## config.mk

```make
export PLATFORM = sky130hd
export DESIGN_NAME = shift_reg_arbiter_flat
export DESIGN_NICKNAME = d
export VERILOG_FILES = /design/src/rtl/shift_reg_arbiter_if.sv /design/src/rtl/shift_reg_arbiter.sv /design/src/flat_wrapper.sv
export SDC_FILE = /design/constraint.sdc
export NUM_CORES = 1
export LEC_CHECK = 0
export ABC_AREA = 1
export CAP_MARGIN = 40
export CORE_AREA = 2 2 39 41
export CTS_CLUSTER_SIZE = 8
export DETAILED_ROUTE_END_ITERATION = 8
export DIE_AREA = 0 0 41 43
export GPL_TIMING_DRIVEN = 1
export MAX_ROUTING_LAYER = met4
export PLACE_DENSITY_LB_ADDON = 0.12
export SETUP_SLACK_MARGIN = 0.15
export SLEW_MARGIN = 25
export SYNTH_ARGS = -nofsm -noshare
export SYNTH_HDL_FRONTEND = slang
export SYNTH_SLANG_ARGS = --single-unit
```

## constraint.sdc

```tcl
create_clock -name clock -period 1.99 [get_ports clock]
set_input_delay 0.199 -clock clock [delete_from_list [all_inputs] [get_ports clock]]
set_output_delay 0.199 -clock clock [all_outputs]
set_load 0.01 [all_outputs]
```

## src/rtl/shift_reg_arbiter_if.sv

```systemverilog
// -----------------------------------------------------------------------------
// shift_reg_arbiter_if
//
// Bundles the requester handshake and the serial output of shift_reg_arbiter.
//
//   req0 / req1     requester has a word pending (held until its gnt is seen)
//   data0 / data1   requester words, stable while the matching req is high
//   gnt0 / gnt1     one-cycle pulse: the matching word has been captured
//   ser_out         serial bit, LSB first, 0 whenever ser_valid is low
//   ser_valid       ser_out carries a valid bit
//   busy            sequencer is not idle
//   done            one-cycle pulse after the last bit of a word
//
// Modports:
//   master  requester / link side (drives req and data, observes the rest)
//   slave   the arbiter itself
// -----------------------------------------------------------------------------
interface shift_reg_arbiter_if #(
    parameter int WIDTH = 4
);
    logic             req0;
    logic [WIDTH-1:0] data0;
    logic             req1;
    logic [WIDTH-1:0] data1;
    logic             gnt0;
    logic             gnt1;
    logic             ser_out;
    logic             ser_valid;
    logic             busy;
    logic             done;

    modport master (
        output req0, data0, req1, data1,
        input  gnt0, gnt1, ser_out, ser_valid, busy, done
    );

    modport slave (
        input  req0, data0, req1, data1,
        output gnt0, gnt1, ser_out, ser_valid, busy, done
    );
endinterface

```

## src/rtl/shift_reg_arbiter.sv

```systemverilog
// -----------------------------------------------------------------------------
// shift_reg_arbiter
//
// Shares one WIDTH-bit right-shift register between two parallel requesters.
// A granted word is loaded into the register and shifted out LSB first on
// ser_out for WIDTH consecutive cycles, followed by a one-cycle done pulse and
// a return to idle. When both requesters are pending in idle, the one that was
// not granted last wins (round-robin); requester 0 wins the first tie after
// reset.
//
// Ports:
//   clock   rising-edge clock
//   reset   asynchronous, active-high reset (aborts any word in flight)
//   bus     shift_reg_arbiter_if.slave: req0/data0, req1/data1 in;
//           gnt0, gnt1, ser_out, ser_valid, busy, done out
//
// WIDTH: word length, 2..16.
// -----------------------------------------------------------------------------
module shift_reg_arbiter #(
    parameter int WIDTH = 4
) (
    input  logic               clock,
    input  logic               reset,
    shift_reg_arbiter_if.slave bus
);
    localparam int CW = $clog2(WIDTH);
    localparam logic [CW-1:0] CNT_LAST = CW'(WIDTH - 1);

    typedef enum logic [1:0] {
        IDLE  = 2'd0,
        SHIFT = 2'd1,
        DONE  = 2'd2
    } state_t;

    state_t           state_reg;
    logic [WIDTH-1:0] shreg_reg;
    logic [WIDTH-1:0] shreg_next;
    logic [CW-1:0]    cnt_reg;
    logic             last_reg;
    logic             gnt0_reg;
    logic             gnt1_reg;
    logic             any_req;
    logic             win1;

    // Right shift with zero fill: each bit takes its upper neighbour.
    generate
        for (genvar gi = 0; gi < WIDTH; gi++) begin : g_shift
            if (gi == WIDTH - 1) begin : g_top
                assign shreg_next[gi] = 1'b0;
            end else begin : g_low
                assign shreg_next[gi] = shreg_reg[gi + 1];
            end
        end
    endgenerate

    // Requester 1 wins when it is alone, or on a tie when requester 0 was the
    // previous winner (last_reg == 0).
    assign any_req = bus.req0 | bus.req1;
    assign win1    = bus.req1 & (~bus.req0 | ~last_reg);

    always_ff @(posedge clock or posedge reset) begin
        if (reset) begin
            state_reg <= IDLE;
            shreg_reg <= '0;
            cnt_reg   <= '0;
            last_reg  <= 1'b1;
            gnt0_reg  <= 1'b0;
            gnt1_reg  <= 1'b0;
        end else begin
            // Grants are single-cycle: cleared on every edge unless re-set below.
            gnt0_reg <= 1'b0;
            gnt1_reg <= 1'b0;
            case (state_reg)
                IDLE: begin
                    if (any_req) begin
                        shreg_reg <= win1 ? bus.data1 : bus.data0;
                        cnt_reg   <= '0;
                        gnt0_reg  <= ~win1;
                        gnt1_reg  <= win1;
                        last_reg  <= win1;
                        state_reg <= SHIFT;
                    end
                end
                SHIFT: begin
                    shreg_reg <= shreg_next;
                    if (cnt_reg == CNT_LAST) begin
                        state_reg <= DONE;
                    end else begin
                        cnt_reg <= cnt_reg + 1'b1;
                    end
                end
                DONE: begin
                    state_reg <= IDLE;
                end
                default: begin
                    state_reg <= IDLE;
                end
            endcase
        end
    end

    assign bus.gnt0      = gnt0_reg;
    assign bus.gnt1      = gnt1_reg;
    assign bus.ser_valid = (state_reg == SHIFT);
    assign bus.ser_out   = (state_reg == SHIFT) ? shreg_reg[0] : 1'b0;
    assign bus.busy      = (state_reg != IDLE);
    assign bus.done      = (state_reg == DONE);
endmodule

```

## src/flat_wrapper.sv

```systemverilog
// flat-port wrapper written by rule: the top's interface ports become plain ports
module shift_reg_arbiter_flat 
#(
    parameter int WIDTH = 4
)
  (clock, reset, bus_req0, bus_data0, bus_req1, bus_data1, bus_gnt0, bus_gnt1, bus_ser_out, bus_ser_valid, bus_busy, bus_done);
  shift_reg_arbiter_if #(.WIDTH(WIDTH)) bus_i ();
  input  logic clock;
  input  logic reset;
  input wire logic [$bits(bus_i.req0)-1:0] bus_req0;
  input wire logic [$bits(bus_i.data0)-1:0] bus_data0;
  input wire logic [$bits(bus_i.req1)-1:0] bus_req1;
  input wire logic [$bits(bus_i.data1)-1:0] bus_data1;
  output wire logic [$bits(bus_i.gnt0)-1:0] bus_gnt0;
  output wire logic [$bits(bus_i.gnt1)-1:0] bus_gnt1;
  output wire logic [$bits(bus_i.ser_out)-1:0] bus_ser_out;
  output wire logic [$bits(bus_i.ser_valid)-1:0] bus_ser_valid;
  output wire logic [$bits(bus_i.busy)-1:0] bus_busy;
  output wire logic [$bits(bus_i.done)-1:0] bus_done;
  assign bus_i.req0 = bus_req0;
  assign bus_i.data0 = bus_data0;
  assign bus_i.req1 = bus_req1;
  assign bus_i.data1 = bus_data1;
  assign bus_gnt0 = bus_i.gnt0;
  assign bus_gnt1 = bus_i.gnt1;
  assign bus_ser_out = bus_i.ser_out;
  assign bus_ser_valid = bus_i.ser_valid;
  assign bus_busy = bus_i.busy;
  assign bus_done = bus_i.done;
  shift_reg_arbiter #(.WIDTH(WIDTH)) u_core (.clock(clock), .reset(reset), .bus(bus_i));
endmodule
```

==> metrics.md, run 1 <==
| Metric | Value |
|---|---|
| # fillers | `137` |
| Setup Crit Path Kind | `reg2out` |
| Setup ws final | `0.265 ns` |
| Synth area leaders | `dfrtp_1 (43%), nand3_1 (13%), nand2_1 (10%), inv_1 (8.4%), dfstp_2 (4.5%)` |
| Gate Count Post-Synth | `75` |
| Status | `complete, no violations` |
| CTS clk-pin slew, worst paths | `0.08 ns` |
| WP data required | `1.79 ns` |
| Die ar. | `1760 um2` |
| RSZ-0062 raised after global routing | `no` |
| Area Overhead vs Synth | `42.6%` |
| DRT Pass-1 Iters | `4` |
| Die Wd | `41 um` |
| I/O Pins | `18` |
| Setup WS pre-CTS | `0.459 ns` |
| Clk buf depth | `2` |
| Slowest stage cell on the critical path | `clkdlybuf4s50_1` |
| Initial DRC Count | `6` |
| Layout net count | `114` |
| Max-cap viol count | `0` |
| CP Cell Sequence | `nor2_4, buf_4, clkdlybuf4s50_1` |
| Vias in the first global route | `533` |
| Area leader, netlist | `dfrtp_1` |
| Min Hold Slack | `0.197 ns` |
| Sequential area share after synthesis | `0.473` |
| Largest net degree at the start of global routing | `12` |
| Slew Limit Headroom | `0.727` |
| Total GRT Usage | `0.189` |
| Mapped Nets | `88` |
| Final Wtd Congestion | `0.758` |
| Final hold vios | `0` |
| Leakage | `0.441 nW` |
| Startpoint Class | `flop` |
| Worst-Margin Slew | `0.408 ns` |
| Crit-path max cell delay | `0.52 ns` |
| Crit Path Max Fanout | `5` |
| Hold-fix buffers, CTS | `0` |
| Die Y | `43 um` |
| Max Slew Vio Count | `0` |
| GRT overflow | `0` |
| H-Tree Level Count | `1` |
| Clk_lat worst skew | `0.29 ns` |
| Inserted Diodes | `0` |
| Max reg flops | `4` |
| # rows | `14` |
| CTS root buf | `clkbuf_4` |
| Fmax | `580 MHz` |
| HPWL Detailed | `890 um` |
| Routed length per instance | `10.5 um` |
| Starting Density | `0.422` |
| Min cycle time layout | `1.72 ns` |
| First-pass GRT wire length | `2080 um` |
| Setup-failing EPs final | `0` |
| Layout cells sized above 1 | `0.170` |
| Pwr Density | `1370 nW/um2` |
| Total Negative Setup Slacks | `0 ns` |
| Final WL | `1220 um` |
| CTS sink cnt | `11` |
| Yosys reg bits | `11` |
| Initial antenna violation count | `0` |
| Final period util | `0.867` |
| Final Skew | `0.00793 ns` |
| Avg Synthesized Cell Area | `7.79 um2` |
| CP Capture Type | `output port` |
| Num CTS Buffers | `3` |
| Worst VDD drop | `0.608 mV` |
| Synth warn | `0` |
| Port bufs | `17` |
| Worst hold path class | `in2async` |
| Via-per-instance ratio | `4.92` |
| DRT antenna net count | `0` |
| DRC Markers | `0` |
| Routed vias | `571` |
| CTS tree | `done` |
| CP arrival | `1.53 ns` |
| Post-Syn Area | `584 um2` |
| Synth unique cells | `16` |
| Share of the synthesized area in the top cell type | `0.428` |
| Core ar. | `1380 um2` |
==> cell usage in the layout, fill, tap and decap left out, types with 2 or more instances in the layout <==
cell type	instances
nand2_1	16
clkdlybuf4s50_1	16
nand3_1	15
inv_1	13
dfrtp_1	10
nor2_1	7
buf_4	4
clkbuf_4	3
inv_2	2
nor2_4	2
nand2_2	2
==> synthesized netlist by cell type <==
cell type	number
o21ai_1	1
nor2_2	1
inv_2	2
nand4_1	1
inv_1	13
a21oi_1	1
nor2_4	2
nand2_4	1
nand2_1	16
dfstp_2	1
nand2_2	2
o21ai_2	1
nor2_1	7
nand3_1	15
dfrtp_1	10
ha_1	1
==> routing by layer <==
layer  wire length (um)  track usage  vias up
met5                  0            -        -
met4                 32        0.140        0
met3                 97       0.0785        4
met2                582        0.253       20
met1                509        0.216      264
li1                   -            -      283
==> critical path, delay by kind of cell, from the launching register on <==
kind | cells | cell delay [ns]
DFF | 1 | 0.42
buffers and inverters | 2 | 0.65
and+or+nand+nor | 1 | 0.16
==> metrics by stage <==
| stage | utilization | total power, mW | cells | cell area (um2) |
|---|---|---|---|---|
| finish | 0.602 | 1.14 | 116 | 833 |
| global route | 0.602 | 1.24 | 116 | 833 |
| CTS | 0.584 | 1.10 | 113 | 808 |
| detailed placement | 0.560 | 0.918 | 108 | 774 |
| global placement | 0.560 | 0.905 | 108 | 774 |
| floorplan | - | 0.729 | 75 | 584 |
==> logic make-up after synthesis <==
kind of cell / count (synthesis) / share of synthesized area
AND/OR/NAND/NOR: 45 / 0.377
buffers and inverters: 15 / 0.0964
flip-flops: 11 / 0.473
AO/OA/AOI/OAI: 3 / 0.0321
adder cells (fa/ha/maj): 1 / 0.0214
==> final timing paths <==
| kind | start | end | slack (ns) | cells after the start |
|---|---|---|---|---|
| worst max-delay path | u_core.state_reg[1]$_DFFE_PP0P_ | bus_ser_valid | 0.27 | 3 |
| min in group clock | u_core.last_reg$_DFFE_PP1P_ | u_core.last_reg$_DFFE_PP1P_ | 0.48 | 2 |
| max in group asynchronous | reset | u_core.last_reg$_DFFE_PP1P_ | 1.47 | 2 |
| worst min register to register | u_core.last_reg$_DFFE_PP1P_ | u_core.last_reg$_DFFE_PP1P_ | 0.48 | 2 |
| worst min-delay path | reset | u_core.bus.gnt0$_DFF_PP0_ | 0.20 | 2 |
| worst max register to register | u_core.last_reg$_DFFE_PP1P_ | u_core.shreg_reg[2]$_DFFE_PP0P_ | 0.78 | 5 |
==> where the power goes <==
part	switching, mW	total [mW]	internal [mW]
clock	0.0854	0.163	0.0781
sequential	0.0545	0.381	0.327
combinational	0.313	0.598	0.285
total	0.453	1.14	0.690
==> cell type report <==
class                      count  area, um2  share of cell area
multi-input combinational     49        251               0.302
timing repair buffer          21        203               0.243
sequential                    11        277               0.332
tap                           16       20.0              0.0240
inverter                      15       56.3              0.0676
clock buffer                   4       26.3              0.0315
==> what timing repair did <==
item	4_1_cts	5_1_grt
setup buffers	1	3
pin swaps	0	1
gates resized for setup	0	1
endpoints found under the setup margin	1	1
No activity file was read; power rests on OpenSTA's default activity.
==> run 2, diff against run 1 <==
--- a/config.mk
+++ b/config.mk
@@ -15,7 +15,7 @@
 export MAX_ROUTING_LAYER = met4
 export PLACE_DENSITY_LB_ADDON = 0.12
 export SETUP_SLACK_MARGIN = 0.15
-export SLEW_MARGIN = 25
+export SLEW_MARGIN = 0
 export SYNTH_ARGS = -nofsm -noshare
 export SYNTH_HDL_FRONTEND = slang
 export SYNTH_SLANG_ARGS = --single-unit
==> results of run 2 <==
No change in the layout: final DEF, timing and power equal those of run 1.
==> patch 1 (settings of run 2) <==
The 3 states of `state_t` get a one-hot encoding in 3 bits.
--- a/src/rtl/shift_reg_arbiter.sv
+++ b/src/rtl/shift_reg_arbiter.sv
@@ -26,10 +26,10 @@
     localparam int CW = $clog2(WIDTH);
     localparam logic [CW-1:0] CNT_LAST = CW'(WIDTH - 1);
 
-    typedef enum logic [1:0] {
-        IDLE  = 2'd0,
-        SHIFT = 2'd1,
-        DONE  = 2'd2
+    typedef enum logic [2:0] {
+        IDLE  = 3'b001,
+        SHIFT = 3'b010,
+        DONE  = 3'b100
     } state_t;
 
     state_t           state_reg;
Behaviour: no difference found for any inputs over 10 cycles, from zero or initial values and one cycle with reset high; not proved beyond that.
==> patch 1 against run 2 <==
  * Cell area increased by 10%
  * Worst setup slack got worse by 21 ps
  * Sequential cell count increased by 1
  * Sequential power increased by 11%
  * Routed wire length increased by 6.1%
  * Cell count unchanged
  * First-iteration DRC count increased by 67%
  * Synthesized area increased by 17%
  * Largest cell class is now multi-input combinational cells
  * Register-to-register slack improved by 30 ps
  * Sequential share of layout area decreased by 0.21 points
  * Count of clock-buffer cells in the layout decreased by 1
  * Total power decreased by 4.9%
==> patch 1: results (changes against run 2) <==
Power
  – Peak supply drop: 773 uV (+27%)
  – Leakage: 0.487 nW (+11%)

Logic synthesis
  – Most common flop cell mapped by yosys: dfrtp_1
  – Post-synthesis sequential area ratio: 44.3% (-3.0 points)
  – Syn_nets: 92 (+4.5%)
  – Netlist cell types: 19 (+3)
  – Synth warn: 0 (unchanged)
  – Ys async rst share: 100% (unchanged)
  – Largest cells by area after synthesis: dfrtp_1, nand2_1, nand3_2
  – Most common library cells after synthesis: nand2_1, inv_1, dfrtp_1

Drt
  – DR iter-0 viols: 10 (+4)
  – DR vias/cell: 4.79 (-2.6%)
  – Total Routed Length: 1.30 mm (+6.1%)
  – DRT Pass-1 Iters: 4 (unchanged)
  – DRC errors left: 0 (unchanged)

Final layout
  – Nets@finish: 115 (+0.88%)
  – Filler cells: 123 (-10%)
  – N_diodes: 0 (unchanged)
  – Largest register FFs: 4 (unchanged)
  – Layout cell share with drive strength beyond 1: 25.0% (+8.0 points)

STA
  – Hold WS: 223 ps (+26.0 ps)
  – Headroom to the max-slew limit: 70.6% (-2.1 points)
  – Post-route clock skew: 2.06 ps (-5.87 ps)

Global routing
  – Initial antenna violation count: 0 (unchanged)
  – Total GRT Usage: 20.2% (+1.3 points)
  – First-pass GRT wire length: 2.25 mm (+8.3%)
  – Pin count of the biggest net entering global routing: 13 (+1)
  – Vias in the first global route: 575 (+7.9%)

Worst setup path
  – Worst Setup EP: bus_ser_valid
  – Reg-to-reg endpoint: u_core.shreg_reg[1]
  – CP delay by family, top: buffers and inverters
  – R2R depth: 5 (unchanged)
  – Highest-delay cell along the critical path: dfstp_2
  – CP startpoint: u_core.state_reg[0]
  – Crit Path Max Fanout: 8 (+3)
  – CP max stage delay: 560 ps (+40 ps)
  – R2R setup slack: 810 ps (+30 ps)
  – Critical Path AT: 1550 ps (+20 ps)

Floorplanning
  – Die W: 41 um (unchanged)
  – Die height: 43 um (unchanged)

Placement
  – Gpl congestion: 0.660 (-13%)
  – IO Port Bufs: 17 (unchanged)
  – Placed cell area: 873 um^2 (+13%)
  – DP Wirelength: 1.04 mm (+17%)

Clock tree
  – Post-CTS sizing: 0 (unchanged)
  – Post-CTS setup buffers: 0 (-1)
  – Clk sinks: 12 (+1)
  – Num CTS Buffers: 3 (unchanged)
  – Clk buf depth: 2 (unchanged)
  – Skew-Pair Late Insertion Delay: 270 ps (-20 ps)
  – Clock-pin slew on the worst setup and hold paths: 70 ps
  – CTS Root Cell: clkbuf_4
  – Htree depth: 1 (unchanged)

Status
  – Outcome: completed

Worst hold path
  – Min-delay worst type: primary input to asynchronous set/reset pin
[patch 1: cell count changes in the layout (fill, tap and decap cells not counted), sizes merged]
cell    delta
clkbuf     -1
inv        +2
nand2      +3
nand4      -1
nor2       -3
nand3b     +1
nor3       +1
dfstp      +1
buf        -3
[patch 1: kinds of logic (layout without fill, tap and decap cells)]
group                    count (synthesis)  after routing  share of synthesized area [%]
adder cells (fa/ha/maj)                  1              1                           1.83
AO/OA/AOI/OAI                            3              3                           2.75
buffers and inverters                   17             38                           9.34
flip-flops                              12             12                           44.3
AND/OR/NAND/NOR                         46             46                           41.8
[patch 1: where the power goes]
part | switching [mW] | internal, mW | total (mW) | leakage, nW
registers | 0.0695 | 0.355 | 0.424 | 0.150
logic | 0.293 | 0.224 | 0.517 | 0.324
clock network | 0.0757 | 0.0700 | 0.146 | 0.0138
[patch 1: metrics by stage]
| step | cells | utilization [%] | setup WS (ps) |
|---|---|---|---|
| 5_1_grt | 116 | 66.4 | 161 |
| 3_3_place_gp | 112 | 63.1 | 531 |
| 2_1_floorplan | 79 | - | 902 |
| 4_1_cts | 115 | 64.7 | 215 |
| 6_report | 116 | 66.4 | 244 |
| 3_5_place_dp | 112 | 63.1 | 520 |
[patch 1: metal layers]
metal / share of wire [%] / GRT usage, % / vias up
li1: - / - / 286
met1: 42 / 22.5 / 255
met2: 50 / 30.3 / 11
met3: 4.9 / 4.71 / 4
met4: 2.9 / 14.0 / 0
met5: 0 / - / -
[patch 1: final cells by class]
type,count,area [um^2],share of cell area (%)
Tap cell,16,20.0,2.18
Sequential cell,12,303,33.0
Inverter,17,63.8,6.95
Multi-Input combinational cell,50,317,34.5
Timing Repair Buffer,18,193,21.0
Clock buffer,3,22.5,2.45
==> patch 2 (settings of run 2) <==
Made on the original files. `WIDTH` is set to 4 in 3 places; all go to 2.
--- a/src/rtl/shift_reg_arbiter_if.sv
+++ b/src/rtl/shift_reg_arbiter_if.sv
@@ -16,7 +16,7 @@
 //   slave   the arbiter itself
 // -----------------------------------------------------------------------------
 interface shift_reg_arbiter_if #(
-    parameter int WIDTH = 4
+    parameter int WIDTH = 2
 );
     logic             req0;
     logic [WIDTH-1:0] data0;
--- a/src/rtl/shift_reg_arbiter.sv
+++ b/src/rtl/shift_reg_arbiter.sv
@@ -17,7 +17,7 @@
 // WIDTH: word length, 2..16.
 // -----------------------------------------------------------------------------
 module shift_reg_arbiter #(
-    parameter int WIDTH = 4
+    parameter int WIDTH = 2
 ) (
     input  logic               clock,
     input  logic               reset,
--- a/src/flat_wrapper.sv
+++ b/src/flat_wrapper.sv
@@ -1,7 +1,7 @@
 // flat-port wrapper written by rule: the top's interface ports become plain ports
 module shift_reg_arbiter_flat 
 #(
-    parameter int WIDTH = 4
+    parameter int WIDTH = 2
 )
   (clock, reset, bus_req0, bus_data0, bus_req1, bus_data1, bus_gnt0, bus_gnt1, bus_ser_out, bus_ser_valid, bus_busy, bus_done);
   shift_reg_arbiter_if #(.WIDTH(WIDTH)) bus_i ();
Interface: changed (resized bus_data0 and bus_data1); port bits go from 18 to 14. No check against the original RTL was run, so the function may have changed too.
==> patch 2 against run 2 <==
  * Worst setup slack gained 16 ps
  * Sequential share of layout area rose by 2.5 points
  * Clock power fell by 15%
  * Register-to-register slack better by 120 ps
  * Routed wire length fell by 44%
  * Synthesized area shrank 34%
  * Core utilization fell by 19 points
  * Cell count decreased by 30%
  * Sequential cell count decreased by 3
  * Synthesized cell count is 36% lower
  * Cell area down 32%
  * Total power down 31%
==> patch 2: results (changes against run 2) <==
Clock tree
  – Htree depth: 1 (unchanged)
  – Post-CTS setup buffers: 0 (-1)
  – Skew-Pair Late Insertion Delay: 250 ps (-40 ps)
  – Clock-pin slew on the worst setup and hold paths: 60 ps (-20 ps)
  – CTS Root Cell: clkbuf_4
  – Num CTS Buffers: 3 (unchanged)
  – Post-CTS sizing: 0 (unchanged)
  – Clk buf depth: 2 (unchanged)

Final layout
  – Nets@finish: 74 (-35%)
  – Layout cell share with drive strength beyond 1: 18.5% (+1.5 points)
  – Filler cells: 151 (+10%)
  – Post-route insts no fill: 81 (-30%)
  – N_diodes: 0 (unchanged)

STA
  – Hold WS: 184 ps (-12.9 ps)
  – Fin. Hold Viols: 0 (unchanged)
  – Setup TNS: 0 ps (unchanged)
  – Post-route clock skew: 1.02 ps (-6.91 ps)
  – Worst Tran Pin Value: 306 ps (-103 ps)

Global routing
  – Pin count of the biggest net entering global routing: 9 (-3)
  – Total GRT Usage: 11.9% (-7.0 points)
  – GR Util met2: 13.4% (-12 points)
  – First-pass GRT wire length: 1.30 mm (-38%)
  – M3 GR Usage: 4.71% (-3.1 points)
  – Vias in the first global route: 298 (-44%)
  – Grt met1 use: 15.7% (-5.9 points)
  – Gr ovfl total: 0 (unchanged)

Drt
  – DR vias/cell: 4.31 (-12%)
  – DR iter-0 viols: 7 (+1)
  – Routed wl met3: 45 um (-54%)
  – DRT Pass-1 Iters: 4 (unchanged)
  – Met2 Wirelength: 309 um (-47%)
  – Total Routed Length: 688 um (-44%)
  – DRT met1 WL: 309 um (-39%)

Logic synthesis
  – Largest cells by area after synthesis: dfrtp_1, inv_1, nand2_1
  – Ys async rst share: 100% (unchanged)
  – Most common flop cell mapped by yosys: dfrtp_1
  – Most common library cells after synthesis: inv_1, nand2_1, dfrtp_1, nor2_1, nand3_1
  – Syn avg cell area: 8.08 um^2 (+3.7%)
  – Post-synthesis sequential area ratio: 51.9% (+4.6 points)
  – Syn_nets: 56 (-36%)
  – Netlist cell types: 12 (-4)

Placement
  – Pre-CTS WS: 542 ps (+82.6 ps)
  – IO Port Bufs: 13 (-4)
  – Gpl congestion: 0.735 (-3.0%)
  – Post-Place Cells: 77 (-29%)
  – Placed cell area: 538 um^2 (-31%)
  – DP Wirelength: 558 um (-37%)

Worst setup path
  – Critical Path AT: 1510 ps (-20 ps)
  – Reg-to-reg endpoint: u_core.shreg_reg[0]
  – Reg-to-Reg Start: u_core.last_reg
  – R2R setup slack: 900 ps (+120 ps)
  – CP startpoint: u_core.state_reg[1]
  – Crit Path Max Fanout: 6 (+1)

Power
  – Leakage: 0.277 nW (-37%)
  – Peak supply drop: 507 uV (-17%)
  – NetSw: 0.293 mW (-35%)

Status
  – Outcome: completed

Job
  – Total of max-cap violations: 0 (unchanged)

Worst hold path
  – Min-delay worst type: primary input to asynchronous set/reset pin
[patch 2: cell types whose count changed after synthesis, sizes merged]
cell	before	now
dfrtp	10	7
ha	1	0
inv	15	11
nand2	19	10
nand3	15	5
nand4	1	0
nor2	10	9
o21ai	2	4
[patch 2: cells by family (layout without fill, tap and decap cells)]
family / count (synthesis) / after routing / share of synthesized area [%]
flops: 8 / 8 / 51.9
compound gates: 5 / 5 / 7.42
simple gates: 24 / 24 / 30.0
buf+inv: 11 / 28 / 10.6
[patch 2: worst max-delay path, stage by stage, from the launching register on]
cell and delay (ps):
dfrtp_1 420, nor2_4 150, inv_2 70, nor2_1 80, clkdlybuf4s50_1 530
[patch 2: area by class of cell]
cell class,count,area [um^2],share of cell area (%)
inverter,11,41.3,7.32
clock buffer,4,26.3,4.66
multi-input combinational,29,145,25.7
sequential,8,201,35.7
tap,16,20.0,3.55
timing repair buffer,13,130,23.1
[patch 2: worst max-delay path by stage]
stage | endpoint | slack (ps) | depth (start not counted)
after CTS | bus_ser_out | 260 | 4
after global placement | bus_ser_out | 570 | 4
after detailed placement | bus_ser_out | 540 | 4
after floorplan | bus_ser_out | 980 | 3
after global routing | bus_ser_out | 190 | 5
final | bus_ser_out | 280 | 4
[patch 2: power groups by stage]
| stage | clock (mW) | combinational (mW) | sequential, mW |
|---|---|---|---|
| floorplan | 0 | 0.218 | 0.286 |
| CTS | 0.143 | 0.379 | 0.280 |
| finish | 0.138 | 0.370 | 0.279 |
| global placement | 0 | 0.378 | 0.284 |
| detailed placement | 0 | 0.377 | 0.283 |
| global route | 0.158 | 0.425 | 0.292 |
